--- src/rtl/alu_pkg.sv ---
// Shared definitions for the ALU issue controller: op codes, width and FSM encoding.
package alu_pkg;

   localparam int DATA_W = 4;

   localparam logic [2:0] OP_ADD = 3'b000;
   localparam logic [2:0] OP_SUB = 3'b001;
   localparam logic [2:0] OP_AND = 3'b010;
   localparam logic [2:0] OP_OR  = 3'b011;
   localparam logic [2:0] OP_XOR = 3'b100;
   localparam logic [2:0] OP_NOT = 3'b101;
   localparam logic [2:0] OP_SHL = 3'b110;
   localparam logic [2:0] OP_SHR = 3'b111;

   typedef enum logic [1:0] {
      IDLE = 2'd0,
      EXEC = 2'd1,
      DONE = 2'd2
   } state_t;

   // Logic ops leave the carry flag alone; arithmetic and shifts produce one.
   function automatic logic op_sets_carry(input logic [2:0] op);
      return (op == OP_ADD) || (op == OP_SUB) || (op == OP_SHL) || (op == OP_SHR);
   endfunction

endpackage

--- src/rtl/alu_regfile.sv ---
// Small register file: one synchronous write port, two operand read ports and a debug read port.
module alu_regfile #(
   parameter int DATA_W = 4,
   parameter int NREGS  = 4,
   parameter int ADDR_W = 2
) (
   input  logic              clk,
   input  logic              rst,
   input  logic              we,
   input  logic [ADDR_W-1:0] waddr,
   input  logic [DATA_W-1:0] wdata,
   input  logic [ADDR_W-1:0] raddr_a,
   output logic [DATA_W-1:0] rdata_a,
   input  logic [ADDR_W-1:0] raddr_b,
   output logic [DATA_W-1:0] rdata_b,
   input  logic [ADDR_W-1:0] dbg_addr,
   output logic [DATA_W-1:0] dbg_data
);

   logic [NREGS-1:0][DATA_W-1:0] rf;

   always_ff @(posedge clk) begin
      if (rst)
         rf <= '0;
      else if (we)
         rf[waddr] <= wdata;
   end

   assign rdata_a  = rf[raddr_a];
   assign rdata_b  = rf[raddr_b];
   assign dbg_data = rf[dbg_addr];

endmodule

--- src/rtl/alu_issue_ctrl.sv ---
// Issue/write-back controller for the 4-bit ALU: accept a command, drive registered
// operands for one cycle, then write the result back and update carry/zero flags.
module alu_issue_ctrl #(
   parameter int DATA_W = 4,
   parameter int NREGS  = 4,
   parameter int ADDR_W = 2
) (
   input  logic              clk,
   input  logic              rst,
   input  logic              cmd_valid,
   output logic              cmd_ready,
   input  logic [2:0]        cmd_op,
   input  logic [ADDR_W-1:0] cmd_dst,
   input  logic [ADDR_W-1:0] cmd_src_a,
   input  logic [ADDR_W-1:0] cmd_src_b,
   input  logic              cmd_use_imm,
   input  logic [DATA_W-1:0] cmd_imm,
   output logic [DATA_W-1:0] alu_a,
   output logic [DATA_W-1:0] alu_b,
   output logic [2:0]        alu_op,
   input  logic [DATA_W-1:0] alu_result,
   input  logic              alu_carry,
   output logic              done,
   output logic              carry_flag,
   output logic              zero_flag,
   input  logic [ADDR_W-1:0] dbg_addr,
   output logic [DATA_W-1:0] dbg_data
);

   import alu_pkg::*;

   state_t            state_q, state_d;
   logic [ADDR_W-1:0] dst_q;
   logic [DATA_W-1:0] rd_a, rd_b;
   logic              accept, wb;

   alu_regfile #(
      .DATA_W(DATA_W),
      .NREGS (NREGS),
      .ADDR_W(ADDR_W)
   ) u_rf (
      .clk     (clk),
      .rst     (rst),
      .we      (wb),
      .waddr   (dst_q),
      .wdata   (alu_result),
      .raddr_a (cmd_src_a),
      .rdata_a (rd_a),
      .raddr_b (cmd_src_b),
      .rdata_b (rd_b),
      .dbg_addr(dbg_addr),
      .dbg_data(dbg_data)
   );

   always_comb begin
      state_d   = state_q;
      cmd_ready = 1'b0;
      done      = 1'b0;
      accept    = 1'b0;
      wb        = 1'b0;
      case (state_q)
         IDLE: begin
            cmd_ready = 1'b1;
            if (cmd_valid) begin
               accept  = 1'b1;
               state_d = EXEC;
            end
         end
         EXEC: begin
            wb      = 1'b1;
            state_d = DONE;
         end
         DONE: begin
            done    = 1'b1;
            state_d = IDLE;
         end
         default: state_d = IDLE;
      endcase
   end

   // Operands are sampled at accept, so src == dst sees the pre-write-back value.
   always_ff @(posedge clk) begin
      if (rst) begin
         state_q    <= IDLE;
         alu_a      <= '0;
         alu_b      <= '0;
         alu_op     <= '0;
         dst_q      <= '0;
         carry_flag <= 1'b0;
         zero_flag  <= 1'b0;
      end else begin
         state_q <= state_d;
         if (accept) begin
            alu_a  <= rd_a;
            alu_b  <= cmd_use_imm ? cmd_imm : rd_b;
            alu_op <= cmd_op;
            dst_q  <= cmd_dst;
         end
         if (wb) begin
            zero_flag <= (alu_result == '0);
            if (op_sets_carry(alu_op))
               carry_flag <= alu_carry;
         end
      end
   end

endmodule

--- config.mk ---
export PLATFORM = sky130hd
export DESIGN_NAME = alu_issue_ctrl
export DESIGN_NICKNAME = d
export VERILOG_FILES = /design/src/rtl/alu_pkg.sv /design/src/rtl/alu_regfile.sv /design/src/rtl/alu_issue_ctrl.sv
export SDC_FILE = /design/constraint.sdc
export NUM_CORES = 1
export LEC_CHECK = 0
export CORE_MARGIN = 5
export CORE_UTILIZATION = 45
export DETAILED_ROUTE_END_ITERATION = 10
export GPL_TIMING_DRIVEN = 0
export PLACE_DENSITY_LB_ADDON = 0.1
export SYNTH_ARGS = -nofsm -noshare
export SYNTH_HDL_FRONTEND = slang
export SYNTH_SLANG_ARGS = --single-unit
--- constraint.sdc ---
create_clock -name clk -period 3.6 [get_ports clk]
set_input_delay 0.36 -clock clk [delete_from_list [all_inputs] [get_ports clk]]
set_output_delay 0.36 -clock clk [all_outputs]
set_load 0.02 [all_outputs]
Yosys cells after proc, flatten, opt, wreduce, memory -nomap -nowiden
Index checks and enable logic that the tools add are counted.
{"block": "word_totals", "reg_bits": 33, "out_inout_bits": 19, "wordCells": 47}
{"block": "classes", "magnitude_cmp": 5, "eq_ne": 6, "n_mux": 17, "n_reduce_logical": 8}
{"op": "$bmux W4 S2", "count": 3}
{"op": "$mux W4", "count": 5}
{"op": "$bwmux W16", "count": 1}
{"op": "$lt A2 B3 Y1 const B", "count": 4}
{"op": "$demux W4 S2", "count": 1}
{"op": "$eq A3 B3 Y1 const B", "count": 2}
{"op": "$mux W1", "count": 5}
{"op": "$logic_not A4 Y1", "count": 1}
{"op": "$pmux W2 S2", "count": 1}
{"op": "$eq A3 B1 Y1 const B", "count": 1}
{"op": "$logic_not A3 Y1", "count": 1}
{"op": "$logic_or A1 B1 Y1", "count": 3}
{"op": "$eq A2 B1 Y1 const B", "count": 1}
{"op": "$eq A2 B2 Y1 const B", "count": 1}
{"op": "$ge A2 B1 Y1 const B", "count": 1}
{"op": "$logic_not A2 Y1", "count": 1}
{"op": "$mux W2", "count": 1}
{"op": "$ne A2 B2 Y1 const B", "count": 1}
{"op": "$reduce_and A2 Y1", "count": 1}
{"op": "$logic_and A1 B1 Y1", "count": 1}

Depth between registers and ports, before layout
Gate-level depths: netlist of the first run.
{"block": "logic_depth", "word_depth": 5, "ltp_mapped": 5, "depth_no_buf": 3}

Cells and area by module
From an unflattened synthesis of the first run, not the netlist that was laid out.
{"block": "hier_totals", "cells_unflattened": 137, "hier_area_um2": 1671.6}
{"module": "alu_regfile", "n_inst": 1, "cells_per_inst": 70, "area_each_um2": 955.9, "seq_area_each_um2": 320.3}
{"module": "alu_issue_ctrl", "n_inst": 1, "cells_per_inst": 67, "area_each_um2": 715.7, "seq_area_each_um2": 340.3}

Least setup slack after synthesis of the first run
Ideal clock, no wire load.
{"block": "synth_timing", "kind": "input-to-reg", "startpoint": "input cmd_src_b[0]", "endpoint": "register alu_b[3]", "setup_time_ns": 0.134, "arrival_ns": 1.153, "required_ns": 3.466, "slack_ns": 2.313, "cell_stages": 4, "path_buffers": 1, "path_cell_list": "buf_6 -> mux2_4 -> a222oi_1 -> a211oi_1"}
{"block": "synth_via", "elab_chain_cells": 3}
{"element": "start, declared", "line": "alu_issue_ctrl.sv:15", "text": "input logic [ADDR_W-1:0] cmd_src_b,"}
{"element": "$bmux W4 S2", "line": "alu_regfile.sv:30", "text": "assign rdata_b = rf[raddr_b];"}
{"element": "$mux W4 (implied by the code)", "line": "alu_regfile.sv:30"}
{"element": "$mux W4", "line": "alu_issue_ctrl.sv:95", "text": "alu_b <= cmd_use_imm ? cmd_imm : rd_b;"}
{"element": "end signal, assigned", "line": "alu_issue_ctrl.sv:95"}
{"element": "end, declared", "line": "alu_issue_ctrl.sv:19", "text": "output logic [DATA_W-1:0] alu_b,"}
No other way between the ends. The select of a mux whose other input is x is not followed.
A chain may end at the register's enable or synchronous reset.

Final worst setup path of the first run
{"block": "layout_timing", "startpoint": "input dbg_addr[0]", "endpoint": "output dbg_data[3]"}
{"block": "layout_via", "elab_chain_cells": 2}
{"element": "start, declared", "line": "alu_issue_ctrl.sv:26", "text": "input logic [ADDR_W-1:0] dbg_addr,"}
{"element": "$bmux W4 S2", "line": "alu_regfile.sv:31", "text": "assign dbg_data = rf[dbg_addr];"}
{"element": "$mux W4 (implied by the code)", "line": "alu_regfile.sv:31"}
{"element": "end, declared", "line": "alu_issue_ctrl.sv:27", "text": "output logic [DATA_W-1:0] dbg_data"}
No other way between the ends. The select of a mux whose other input is x is not followed.

==> reports/qor.yml, run 1 <==
status: "complete, no violations"
clock_sinks: 33
initial_utilization: 0.473
grt_pass1_vias: 1283
cts.path.max_buffers: 2
ant_nets: 0
drive_above_1_share: 0.177
power_switching_mw: 0.195
slew_headroom: 0.709
yosys_warnings: 0
die_w_um: 69.9
swShare: 0.266
cp-start-kind: "input pin"
seqCellArea_sq_um: 661
grt_max_degree: 11
layout_commonest_cell: "clkdlybuf4s50_1"
diodes: 0
cts.repair.resized: 0
path_clk_slew_ps: 100
tightest_slew_ps: 435
setup_viol_count_final: 0
pwr-share-seq: 0.528
grt_most_used_layer: "met2"
max-vdd-ir-drop_mv: 0.203
syn-instance-count: 151
syn_area_sq_um: 1620
grt_pass1_wl_um: 6240
met1_usage: 0.198
nFillCells: 298
p_per_area_nw_per_um2: 344
report.final.slew_viol_count: 0
ys_seq_area_frac: 0.409
slowest_stage: "clkdlybuf4s50_1"
routabilityCongestion: 0.840
drt_first_pass_iters: 4
p_int_mw: 0.539
use_met2: 0.247
crit_required_ps: 3240
final_cell_mix: "clkdlybuf4s50_1, dfxtp_1, nor2_1"
cp_max_fo: 4
fmax_mhz: 408
p_clk_frac: 0.297
rsz0062_at_grt: "false"
pwr-share-comb: 0.176
antenna_found_initial: 0
die_h_um: 69.9
area_growth_pct: 32.0
timing.max_cap.violations: 0
clkLatencyLatePin_ps: 340
cts_tree: "done"
synth.distinct_cells: 25
syn_area_per_cell_sq_um: 10.7
synth-seq-cells: 33
fp.coreArea_sq_um: 3420
fin_nets: 222
overflow: 0
route.detailed.drc: 0
htree_levels: 2
total_power_mw: 0.734
crit_path_frequent_cell: "clkdlybuf4s50_1"
leakage_nw: 0.793
synth_nets: 175
arrival_ps: 2090
end_kind: "output pin"
min_path_type: "in2reg"
dr.first_iter.drc_count: 114
viasPerCell: 5.34
die-area_sq_um: 4890
report.final.hold_viol_count: 0
finalCritPeriodShare: 0.680
postCtsSetupBuffers: 0
cp_cell_sequence: "clkdlybuf4s50_1 -> mux4_2 -> clkdlybuf4s50_1"
gr-usage-all-layers: 0.158
multi_input_area_sq_um: 878
wl_um: 3690
wl_per_cell_um: 15.1
cpPeakStageDelay_ps: 620
grt_use_met3: 0.0560
cts-root-buf: "clkbuf_4"
dr_total_vias: 1302
min_period_ps: 2450
dpl.hpwl_um: 2880
num_rows: 21
fin_tns_setup_ps: 0
cts_buffers: 5
ios: 43
io_buffers: 40
crit_type: "in2out"
ctsHoldBuffers: 0
skew_ps: 8.78
[per-stage QoR]
| step | hold slack [ps] | setup WS, ps | util | instances | instance area, sq um |
|---|---|---|---|---|---|
| 2_1_floorplan | 490 | 2310 | - | 151 | 1620 |
| 3_3_place_gp | 440 | 1120 | 0.607 | 237 | 2070 |
| 3_5_place_dp | 449 | 1130 | 0.607 | 237 | 2070 |
| 4_1_cts | 335 | 1120 | 0.624 | 244 | 2130 |
| 5_1_grt | 363 | 1090 | 0.624 | 244 | 2130 |
| 6_report | 338 | 1150 | 0.624 | 244 | 2130 |
[final timing paths]
kind,start,endpoint,slack (ps),depth (start not counted)
setup / recovery,dbg_addr[0],dbg_data[3],1150,3
setup reg to reg,state_q[1],alu_a[3],2310,5
hold / removal,rst,alu_b[0],340,2
hold reg to reg,alu_op[0],alu_op[0],460,2
[cell type report]
class / instances / share of cell area
multi-input combinational: 107 / 0.412
timing repair buffer: 40 / 0.188
tap: 46 / 0.0270
clock inverter: 1 / 0.00352
sequential: 33 / 0.310
clock buffer: 6 / 0.0241
buffer: 11 / 0.0358
[power groups by stage]
stage / Sequential (mW) / Combinational (mW) / Clock (mW)
after floorplan: 0.402 / 0.0631 / 0
after global placement: 0.395 / 0.128 / 0
after detailed placement: 0.396 / 0.130 / 0
after CTS: 0.387 / 0.130 / 0.222
after global routing: 0.389 / 0.140 / 0.239
final: 0.387 / 0.129 / 0.218
[flip-flops by register name (all words and copies together) (netlist names)]
name        count
u_rf.rf        16
carry_flag      1
zero_flag       1
alu_a           4
alu_b           4
alu_op          3
dst_q           2
state_q         2
[layer usage]
metal	part of all wire	wire length, um
met5	0	0
met4	0.013	47
met3	0.064	236
met2	0.48	1760
met1	0.45	1640
[cell families (layout without fill, tap and decap cells)]
| family | count (synthesis) | after routing | share of synthesized area |
|---|---|---|---|
| simple gates | 54 | 54 | 0.179 |
| mux | 33 | 33 | 0.282 |
| flops | 33 | 33 | 0.409 |
| compound gates | 19 | 19 | 0.0775 |
| buf+inv | 11 | 58 | 0.0472 |
| xor+xnor | 1 | 1 | 0.00542 |
[critical path, delay by kind of cell]
family,cells,cell delay [ps]
buffers and inverters,2,1170
muxes,1,550
[cell usage after synthesis]
| master | n | area, sq um |
|---|---|---|
| mux2i_1 | 17 | 170 |
| mux2_4 | 4 | 60.1 |
| nor2_1 | 25 | 93.8 |
| buf_6 | 3 | 33.8 |
| nor2b_1 | 1 | 6.26 |
| mux4_2 | 8 | 180 |
| nand2b_4 | 1 | 13.8 |
| dfxtp_1 | 33 | 661 |
| xor2_1 | 1 | 8.76 |
| or3b_1 | 2 | 17.5 |
| and4bb_2 | 2 | 25.0 |
| nor4b_4 | 1 | 23.8 |
| a211oi_1 | 4 | 30.0 |
| mux2_2 | 4 | 45.0 |
| o21ai_0 | 1 | 5.00 |
| a222oi_1 | 4 | 40.0 |
| buf_2 | 1 | 5.00 |
| nor4_1 | 1 | 6.26 |
| nor3b_4 | 1 | 18.8 |
| nand4b_1 | 1 | 8.76 |
| clkbuf_1 | 4 | 15.0 |
| a21oi_1 | 10 | 50.1 |
| nand2_1 | 18 | 67.6 |
| and2b_1 | 1 | 7.51 |
| buf_4 | 3 | 22.5 |
Power figures use the tool's default switching activity.
==> run 2, diff against run 1 <==
CORE_UTILIZATION = 43   (was 45)
clock period = 2.2 ns   (was 3.6 ns; I/O delays follow)
==> run 2 against run 1 <==
Compared with the run above: worst setup slack got worse by 860 ps; critical path depth down 1; largest power group unchanged; highest routed layer unchanged; clock power grew 110%; register-to-register slack worse by 1400 ps; cell count grew 0.82%; global-route usage rose by 0.29 points; critical path type is now reg2out; sequential power is 64% higher.
==> reports/qor.yml, run 2 (same netlist as run 1, synthesis figures left out) <==
cp-start-kind: "flip-flop"
overflow: 0  # unchanged
preCtsSetupSlack_ps: 13.6  # -1110 ps
diodes: 0  # unchanged
dr_total_vias: 1283  # -1.5%
clkLatencyLatePin_ps: 280  # -60 ps
tightest_slew_ps: 510  # +74.5 ps
leakage_nw: 0.816  # +2.9%
fp.coreArea_sq_um: 3660  # +7.2%
cp_max_fo: 4  # unchanged
fin_util: 0.591  # -0.0329
antenna_found_initial: 0  # unchanged
slew_headroom: 0.660  # -0.0485
clock_sinks: 33  # unchanged
wl_per_cell_um: 15.4  # +2.2%
cts.path.max_buffers: 2  # unchanged
report.final.hold_viol_count: 0  # unchanged
min_path_type: "in2reg"
nFillCells: 317  # +6.4%
fin_tns_setup_ps: 0  # unchanged
drive_above_1_share: 0.172  # -0.00505
status: "complete, no violations"
fmax_mhz: 525
crit_type: "reg2out"
largest_register: "u_rf.rf"
arrival_ps: 1690  # -400 ps
slowest_stage: "clkdlybuf4s50_1"
top_regs: "u_rf.rf (16), alu_a (4), alu_b (4)"
initial_utilization: 0.441  # -0.0317
dp.cells: 239  # +0.84%
cpPeakStageDelay_ps: 560  # -60 ps
grt_max_degree: 11  # unchanged
report.final.slew_viol_count: 0  # unchanged
timing.max_cap.violations: 0  # unchanged
p_per_area_nw_per_um2: 601  # +74%
max-vdd-ir-drop_mv: 0.434  # +110%
largest_register_ff_count: 16  # unchanged
cts.repair.resized: 0  # unchanged
io_buffers: 40  # unchanged
grt_pass1_vias: 1349  # +5.1%
ios: 43  # unchanged
route.detailed.drc: 0  # unchanged
cts_tree: "done"
min_period_ps: 1910
path_clk_slew_ps: 60  # -40 ps
cts-root-buf: "clkbuf_8"
cp_cell_sequence: "mux4_2 -> clkdlybuf4s50_1"
wl_um: 3800  # +3.0%
drt_first_pass_iters: 5  # +1
final_cell_mix: "clkdlybuf4s50_1, dfxtp_1, nor2_1"
routabilityCongestion: 0.796  # -5.3%
hold_slack_ps: 260  # -78.1 ps
htree_levels: 2  # unchanged
viasPerCell: 5.22  # -2.3%
skew_ps: 3.68  # -5.11 ps
end_kind: "output pin"
die_w_um: 71.3  # +2.0%
ctsHoldBuffers: 0  # unchanged
die-area_sq_um: 5080  # +4.0%
postCtsSetupBuffers: 0  # unchanged
die_h_um: 71.3  # +2.0%
fin_ws_ps: 294  # -857 ps
layout_commonest_cell: "clkdlybuf4s50_1"
area_growth_pct: 34.0
fin_nets: 222  # unchanged
ant_nets: 0  # unchanged
rsz0062_at_grt: "false"
layout.cells.non_filler: 246  # +0.82%
cts_buffers: 5  # unchanged
num_rows: 22  # +4.8%
crit_required_ps: 1980  # -1260 ps
finalCritPeriodShare: 0.866
gr-usage-all-layers: 0.161  # +0.00288
dpl.hpwl_um: 2930  # +1.8%
setup_viol_count_final: 0  # unchanged
grt_pass1_wl_um: 6400  # +2.5%
dr.first_iter.drc_count: 94  # -18%
## run 2: changes by cell type in the layout (fill, tap and decap cells not counted), sizes merged
cell | before | now
clkinvlp | 1 | 0
clkdlybuf4s50 | 40 | 39
dlymetal6s2s | 0 | 1
clkbuf | 10 | 11
## run 2: metal layers
metal	share of wire	vias up	wire length, um	global-route usage
li1	-	637	-	-
met3	0.065	7	246	0.0477
met1	0.45	604	1710	0.195
met2	0.46	35	1750	0.262
met4	0.024	0	91	0.0752
met5	0	-	0	0
## run 2: area by class of cell
cell class              count  area, sq um  share of cell area
multi-input cells         107          878               0.406
well taps                  48         60.1              0.0277
repair buffers             40          403               0.186
clock buffers               7         86.3              0.0399
flip-flops and latches     33          661               0.305
plain buffers              11         76.3              0.0353
## run 2: critical path, delay by kind of cell (launching register included)
family   cells  cell delay, ps
mux          1             490
flops        1             360
buf+inv      1             560
## run 2: final timing paths
kind                    start     endpoint  slack (ps)  cells past startpoint
setup / recovery  u_rf.rf[15]  dbg_data[3]         290                      2
hold / removal            rst     alu_b[1]         260                      2
setup reg to reg   state_q[0]     dst_q[1]         880                      5
hold reg to reg      alu_a[0]     alu_a[0]         460                      2
## run 2: through the flow
| stage | cell area [sq um] | power [mW] |
|---|---|---|
| detailed placement | 2080 | 0.862 |
| global route | 2160 | 1.34 |
| CTS | 2160 | 1.31 |
| finish | 2160 | 1.30 |
| global placement | 2080 | 0.857 |
| floorplan | 1620 | 0.761 |
## run 2: power breakdown
part           switching (mW)  total, mW  internal (mW)  leakage [nW]
combinational          0.0967      0.211          0.115         0.504
sequential             0.0174      0.636          0.618         0.268
clock                   0.205      0.453          0.248        0.0443
==> run 3, diff against run 2 <==
REMOVE_ABC_BUFFERS = 1   (was default)
==> run 3 against run 2 <==
Compared with the run above: count of clock-buffer cells in the layout is the same; maximum frequency grew 1.1%; sequential share of layout area is 0.38 points higher; combinational power is 8% lower; flip-flop and latch count stayed put; worst hold slack better by 200 ps; critical path type is now in2out; largest power group unchanged.
==> reports/qor.yml, run 3 (same netlist as run 1, synthesis figures left out) <==
cp-startpoint: "dbg_addr[1]"
min_path_type: "reg2reg"
total_power_mw: 1.41  # +8.8%
initial_utilization: 0.441  # unchanged
gr-usage-all-layers: 0.141  # -0.0200
die-area_sq_um: 5080  # unchanged
clock_sinks: 33  # unchanged
cts.path.max_buffers: 2  # unchanged
pwr-share-comb: 0.138  # -0.025
area_growth_pct: 32.4
pwr-share-seq: 0.452  # -0.037
dpl.hpwl_um: 2680  # -8.6%
cts_tree: "done"
diodes: 0  # unchanged
ios: 43  # unchanged
r2r_end: "u_rf.rf[3]"
fmax_mhz: 530  # +1.1%
final_cell_mix: "clkdlybuf4s50_1, dfxtp_1, nor2_1"
io_buffers: 42  # +5.0%
hold_slack_ps: 457  # +197 ps
layout_commonest_cell: "clkdlybuf4s50_1"
max-vdd-ir-drop_mv: 0.416  # -4.0%
end_kind: "output pin"
cpPeakStageDelay_ps: 560  # about the same
grt_pass1_wl_um: 5590  # -13%
grt_max_degree: 34  # +23
ant_nets: 0  # unchanged
drt_first_pass_iters: 5  # unchanged
routabilityCongestion: 0.710  # -11%
timing.max_cap.violations: 0  # unchanged
skew_ps: 2.18  # -1.50 ps
wl_per_cell_um: 14.7  # -5.1%
route.detailed.drc: 0  # unchanged
dr_total_vias: 1224  # -4.6%
p_int_mw: 1.09  # +12%
fin_tns_setup_ps: 0  # unchanged
cp_max_fo: 4  # unchanged
viasPerCell: 5.14  # -1.4%
rr_worst_depth: 3  # -2
placed_cell_area_sq_um: 2020  # -2.7%
crit_path_frequent_cell: "clkdlybuf4s50_1"
status: "complete, no violations"
cp.buffers_inverters: 2  # +1
crit_type: "in2out"
cts-root-buf: "clkbuf_8"
report.final.slew_viol_count: 0  # unchanged
report.final.hold_viol_count: 0  # unchanged
num_rows: 22  # unchanged
overflow: 0  # unchanged
slew_headroom: 0.240  # -0.420
antenna_found_initial: 0  # unchanged
p_clk_frac: 0.410  # +0.062
cp_cell_sequence: "clkdlybuf4s50_1 -> mux4_2 -> clkdlybuf4s50_1"
leakage_nw: 0.796  # -2.5%
largest_register: "u_rf.rf"
setup_viol_count_final: 0  # unchanged
preCtsSetupSlack_ps: 7.68  # -5.88 ps
drive_above_1_share: 0.147  # -0.0243
htree_levels: 2  # unchanged
die_h_um: 71.3  # unchanged
cts_buffers: 5  # unchanged
tightest_slew_ps: 1140  # +626 ps
worst-path-stages: 3  # +1
finalCritPeriodShare: 0.857  # -0.00911
die_w_um: 71.3  # unchanged
cp-start-kind: "input pin"
arrival_ps: 1670  # -20 ps
rsz0062_at_grt: "false"
post-route-cell-area_sq_um: 2140  # -1.2%
postCtsSetupBuffers: 0  # unchanged
rrSetupSlack_ps: 710  # -170 ps
cp-endpoint: "dbg_data[3]"
fin_ws_ps: 314  # +20.0 ps
crit_family: "buffers and inverters"
power_switching_mw: 0.320  # +0.34%
min_period_ps: 1890  # -20.0 ps
path_clk_slew_ps: 70  # about the same
crit_required_ps: 1980  # about the same
fp.coreArea_sq_um: 3660  # unchanged
top_regs: "u_rf.rf (16), alu_a (4), alu_b (4)"
clkLatencyLatePin_ps: 280  # about the same
wl_um: 3490  # -8.2%
nFillCells: 320  # +0.95%
rr_startpoint: "state_q[0]"
dr.first_iter.drc_count: 45  # -52%
swShare: 0.226  # -0.0192
slowest_stage: "clkdlybuf4s50_1"
p_per_area_nw_per_um2: 662  # +10%
largest_register_ff_count: 16  # unchanged
grt_pass1_vias: 1190  # -12%
fin_nets: 213  # -4.1%
==> run 3: timing repair <==
| item | in CTS | in global routing |
|---|---|---|
| endpoints found under the hold margin | 0 | 0 |
| setup endpoints to repair | 0 | 3 |
| hold buffers | 0 | 0 |
| gates resized for setup | 0 | 1 |
==> run 3: layout make-up <==
| cell class | instances | area (sq um) | area share |
|---|---|---|---|
| tap | 48 | 60.1 | 0.0281 |
| sequential | 33 | 661 | 0.309 |
| clock inverter | 1 | 30.0 | 0.0140 |
| multi-input combinational | 107 | 878 | 0.411 |
| clock buffer | 7 | 86.3 | 0.0404 |
| timing repair buffer | 42 | 423 | 0.198 |
==> run 3: through the flow <==
| step | std cells | utilization |
|---|---|---|
| after global placement | 230 | 0.552 |
| final | 238 | 0.584 |
| after global routing | 238 | 0.584 |
| after floorplan | 140 | - |
| after detailed placement | 230 | 0.552 |
| after CTS | 238 | 0.583 |
==> run 3: how the worst min path moves through the flow <==
stage / slack (ps) / cells after the start / end / startpoint
4_1_cts: 460 / 2 / alu_op[0] / alu_op[0]
2_1_floorplan: 290 / 1 / alu_a[0] / rst
5_1_grt: 490 / 2 / alu_op[0] / alu_op[0]
3_5_place_dp: 450 / 2 / alu_op[0] / alu_op[0]
3_3_place_gp: 440 / 2 / alu_op[0] / alu_op[0]
6_report: 460 / 2 / alu_op[0] / alu_op[0]
==> run 3: tightest hold or removal path, cell delays in order (launching register included) <==
cell     delay (ps)
dfxtp_1         310
nand2_1          50
a21oi_1          50
==> run 3: power groups by stage <==
stage,clock (mW),combinational [mW],sequential (mW)
floorplan,0,0.0785,0.662
global placement,0,0.194,0.651
detailed placement,0,0.197,0.653
CTS,0.597,0.198,0.640
global route,0.622,0.211,0.642
finish,0.580,0.195,0.640
==> run 3: per-layer routing <==
metal	wire, um	GRT usage	up-vias
li1	-	-	618
met2	1680	0.224	28
met4	29	0.0438	0
met5	0	0	-
met3	213	0.0477	4
met1	1570	0.181	574
